## config.mk

```make
export PLATFORM = sky130hd
export DESIGN_NAME = median_window_gen
export DESIGN_NICKNAME = d
export VERILOG_FILES = /design/src/rtl/median_window_gen.sv
export SDC_FILE = /design/constraint.sdc
export NUM_CORES = 1
export LEC_CHECK = 0
export ABC_AREA = 1
export BUFFER_PORTS_ARGS = -buffer_cell sky130_fd_sc_hd__buf_2
export CAP_MARGIN = 20
export CORE_UTILIZATION = 50
export CTS_CLUSTER_SIZE = 12
export DETAILED_ROUTE_END_ITERATION = 10
export GPL_ROUTABILITY_DRIVEN = 0
export GPL_TIMING_DRIVEN = 0
export PLACE_DENSITY = 0.68
export SYNTH_ARGS = -nofsm -noshare
export SYNTH_HDL_FRONTEND = slang
export SYNTH_SLANG_ARGS = --single-unit
```

## constraint.sdc

```tcl
create_clock -name clk -period 7.1 [get_ports clk]
set_input_delay 1.065 -clock clk [delete_from_list [all_inputs] [get_ports clk]]
set_output_delay 1.065 -clock clk [all_outputs]
set_load 0.02 [all_outputs]
```

## src/rtl/median_window_gen.sv

```systemverilog
// Raster pixel stream -> 3x3 neighbourhood windows for the median sorter.
// Two column-indexed line buffers feed the top/middle rows of a shifting 3x3 window.
module median_window_gen #(
  parameter int DATA_W = 8,
  parameter int IMG_W  = 16,
  parameter int IMG_H  = 16
) (
  input  logic              clk,
  input  logic              rst,
  input  logic [DATA_W-1:0] pixIn,
  input  logic              pixValid,
  input  logic              sof,
  output logic [DATA_W-1:0] dataOut0,
  output logic [DATA_W-1:0] dataOut1,
  output logic [DATA_W-1:0] dataOut2,
  output logic [DATA_W-1:0] dataOut3,
  output logic [DATA_W-1:0] dataOut4,
  output logic [DATA_W-1:0] dataOut5,
  output logic [DATA_W-1:0] dataOut6,
  output logic [DATA_W-1:0] dataOut7,
  output logic [DATA_W-1:0] dataOut8,
  output logic              winValid,
  output logic              frameDone
);
  localparam int CW = (IMG_W > 1) ? $clog2(IMG_W) : 1;
  localparam int RW = (IMG_H > 1) ? $clog2(IMG_H) : 1;

  logic [CW-1:0]                r_col;
  logic [RW-1:0]                r_row;
  logic [8:0][DATA_W-1:0]       r_win;
  logic                         r_win_vld;
  logic                         r_frame_done;
  logic [DATA_W-1:0]            r_lb1 [IMG_W];
  logic [DATA_W-1:0]            r_lb2 [IMG_W];

  logic [CW-1:0]     w_col;
  logic [RW-1:0]     w_row;
  logic [DATA_W-1:0] w_lb1;
  logic [DATA_W-1:0] w_lb2;
  logic              w_eol;
  logic              w_eof;

  // sof forces the current pixel to (0,0) whatever the counters say
  assign w_col = sof ? '0 : r_col;
  assign w_row = sof ? '0 : r_row;
  assign w_lb1 = r_lb1[w_col];
  assign w_lb2 = r_lb2[w_col];
  assign w_eol = (w_col == CW'(IMG_W - 1));
  assign w_eof = w_eol && (w_row == RW'(IMG_H - 1));

  always_ff @(posedge clk) begin
    if (!rst) begin
      r_col        <= '0;
      r_row        <= '0;
      r_win        <= '0;
      r_win_vld    <= 1'b0;
      r_frame_done <= 1'b0;
    end else begin
      r_win_vld    <= 1'b0;
      r_frame_done <= 1'b0;
      if (pixValid) begin
        r_win_vld    <= (w_row >= RW'(2)) && (w_col >= CW'(2));
        r_frame_done <= w_eof;
        for (int r = 0; r < 3; r++) begin
          r_win[3*r]   <= r_win[3*r+1];
          r_win[3*r+1] <= r_win[3*r+2];
        end
        r_win[2] <= w_lb2;
        r_win[5] <= w_lb1;
        r_win[8] <= pixIn;
        if (w_eof) begin
          r_col <= '0;
          r_row <= '0;
        end else if (w_eol) begin
          r_col <= '0;
          r_row <= w_row + RW'(1);
        end else begin
          r_col <= w_col + CW'(1);
          r_row <= w_row;
        end
      end
    end
  end

  // Line buffers are never cleared: rows 0/1 of each frame refill them before use
  always_ff @(posedge clk) begin
    if (rst && pixValid) begin
      r_lb2[w_col] <= w_lb1;
      r_lb1[w_col] <= pixIn;
    end
  end

  assign dataOut0  = r_win[0];
  assign dataOut1  = r_win[1];
  assign dataOut2  = r_win[2];
  assign dataOut3  = r_win[3];
  assign dataOut4  = r_win[4];
  assign dataOut5  = r_win[5];
  assign dataOut6  = r_win[6];
  assign dataOut7  = r_win[7];
  assign dataOut8  = r_win[8];
  assign winValid  = r_win_vld;
  assign frameDone = r_frame_done;
endmodule

```

==> out/metrics.yaml <==
outcome:
  status: "finished, final reports clean"
finish:
  drive_above_1_share: 0.1319
  nets: 1537
  area_delta_synth_final_pct: 15.81
  antenna_cells: 0
logic_synthesis:
  yosysWarningCount: 0
  synth_top_area_frac: 0.5612
  syn-num-nets: 1402
  synth_cell_types: 23
  syn_area_mm2: 0.01370
  synthTopCellsByArea: "edfxtp_1 (56%), dfxtp_1 (12%), nand2_1 (12%)"
  synth_area_per_cell_um2: 9.862
  syn_inst: 1389
  ys_seq_area_frac: 0.6810
  ys_seq_elements: 338
  synth_top_cell_by_area: "edfxtp_1"
min_path:
  hold_class: "reg -> reg"
place:
  place_worst_setup_slack_ns: 3.580
  hpwl_um: 23620
  io_buffers: 84
worst_setup_path:
  critical_path.cell_chain: "buf_2 -> inv_2 -> nand2_1 -> nor2_2 -> buf_2 -> nand2_1 -> nor2_2 -> buf_8"
  crit_path_start_kind: "input port"
  arrival_ns: 3.22
  worst-path-max-fanout: 10
  cpPeakStageDelay_ns: 0.50
  critPathBufInv: 4
  cp.required_ns: 7.32
  worstSetupPathType: "in -> reg"
  cp_top_family: "simple AND/OR/NAND/NOR gates"
  cpMaxStageDelayCell: "nor2_2"
  crit_path_end_kind: "flip-flop"
sta:
  final_hold_viol_count: 0
  timing.fmax_mhz: 332.7
  final.setup.tns_ns: 0
  period_share: 0.4233
  final-setup-viol-count: 0
  fin_crit_ns: 3.006
  skew_ns: 0.01318
  slew_violations: 0
  relSlewSlack: 0.3445
  rsz0062_at_grt: "no"
  tightest_slew_ns: 0.9822
  setup_ws_ns: 4.094
detailed_routing:
  firstDrtPassIters: 7
  drt_iter0_markers: 898
  drt-total-wl_um: 35040
  num_vias: 10057
  antenna_left: 0
  via_per_inst: 5.327
  drc: 0
  wl_per_cell_um: 18.56
grt:
  use_met1: 0.3415
  globalRouteOverflowTotal: 0
  grt_max_degree: 18
  grt_pass1_vias: 9734
  grt_antenna_before_repair: 0
  met2_usage: 0.4286
  use_met3: 0.03403
  busiest_layer: "met2"
  grt_pass1_wl_um: 54230
  track_usage: 0.2544
clock_network:
  hold_buffers: 0
  h-tree-depth: 2
  cts_buffers: 36
  cts_tree: "done"
  postCtsSetupRepairBufs: 0
  cts_resized: 0
  path_clk_slew_ns: 0.06
  worstSkewPairLatency_ns: 0.51
  clk_path_buf_depth: 3
  cts.sinks: 338
  cts_root_buf: "clkbuf_16"
floorplan:
  dieArea_mm2: 0.02806
  start_util: 0.5083
  core_mm2: 0.02695
  die_h_um: 167.5
  io_pins: 86
  die_w_um: 167.5
  row_count: 60
run:
  max-cap-violations: 0
pwr:
  cell_internal_pwr_mw: 3.318
  power.static_leakage_nw: 6.764
  power_mw: 4.307
  p_sw_mw: 0.9897
  p_sw_frac: 0.2298
  comb_power_share: 0.077
  p_seq_frac: 0.511
  peakVddDrop_mv: 0.2352
  power_density_mw_per_mm2: 271.5
  pwr-share-clk: 0.411
## power by group through the flow
stage                     Clock [mW]  Combinational, mW  Sequential [mW]
after global placement             0              0.321             2.24
final                           1.77              0.333             2.20
after detailed placement           0              0.329             2.24
after global routing            1.86              0.362             2.21
after CTS                       1.79              0.331             2.20
after floorplan                    0              0.164             2.27
## metrics by stage
step	util	hold slack, ns	area, um^2	cells
final	0.5886	0.4752	15860	1888
after global placement	0.5397	0.4523	14550	1814
after floorplan	-	0.4454	13700	1389
after CTS	0.5886	0.4733	15860	1888
after detailed placement	0.5480	0.4643	14770	1827
after global routing	0.5886	0.5045	15860	1888
## cell usage after synthesis
master,count
inv_1,123
buf_4,4
a21oi_1,24
buf_2,29
buf_1,4
ha_1,1
nand2_2,2
nor3_1,1
inv_2,5
o21ai_0,77
o21ai_2,1
a311oi_1,1
nand4_1,2
clkbuf_1,35
nor2_2,4
nor2_1,157
xor2_1,1
edfxtp_1,256
nand2_1,429
o21ai_1,1
nor2_4,2
nand3_1,148
dfxtp_1,82
## area by class of cell
class                   count  area [um^2]
clock buffers              54         1013
flip-flops and latches    338         9329
clock inverters             7        81.33
well taps                 341        426.7
repair buffers             97        604.3
plain buffers              72        321.6
multi-input cells         851         3607
inverters                 128        480.5
fillers                  2239        11090
## final timing paths
check | from | depth (start not counted) | slack (ns) | end
max | sof | 8 | 4.09 | r_lb1[7][6]
min reg2reg | r_row[3] | 2 | 0.48 | r_row[3]
max reg2reg | r_col[0] | 7 | 4.22 | r_lb2[1][1]
min | r_row[3] | 2 | 0.48 | r_row[3]
## worst register-to-register path: cells and delay by family (launching register included)
kind | cells | cell delay (ns)
buf+inv | 4 | 0.89
flops | 1 | 0.30
simple gates | 3 | 1.31
## layout by cell type, fill, tap and decap left out, types with 2 or more instances in the layout
master       n
nand2_1    429
edfxtp_1   256
nand3_1    148
nor2_1     141
inv_1      123
buf_2      113
dfxtp_1     82
o21ai_0     77
clkbuf_1    49
clkbuf_16   37
a21oi_1     24
nor2_2      20
buf_8       10
inv_2        5
buf_1        4
buf_4        4
clkinv_1     3
buf_6        3
nand2_2      2
nor2_4       2
nand4_1      2
bufinv_16    2
clkinv_2     2
clkbuf_8     2
## state kept, by name, indices dropped and copies added (netlist names)
name       count
dataOut3       8
frameDone      1
winValid       1
r_col          4
r_lb1        128
dataOut0       8
dataOut6       8
dataOut1       8
dataOut2       8
dataOut7       8
r_row          4
r_lb2        128
dataOut4       8
dataOut5       8
dataOut8       8
## per-layer routing
metal / routed length, um / vias to the layer above
met3: 2590 / 73
met5: 0 / -
met4: 933 / 0
li1: - / 4807
met1: 14590 / 4762
met2: 16930 / 415
## cell families after synthesis
kind of cell | share of synthesized area
adders and majority gates | 0.0009133
DFF | 0.6810
AOI/OAI and AO/OA | 0.03855
buffers and inverters | 0.05855
xor gates and xnor gates | 0.0006395
and+or+nand+nor | 0.2203
Power figures use the tool's default switching activity.
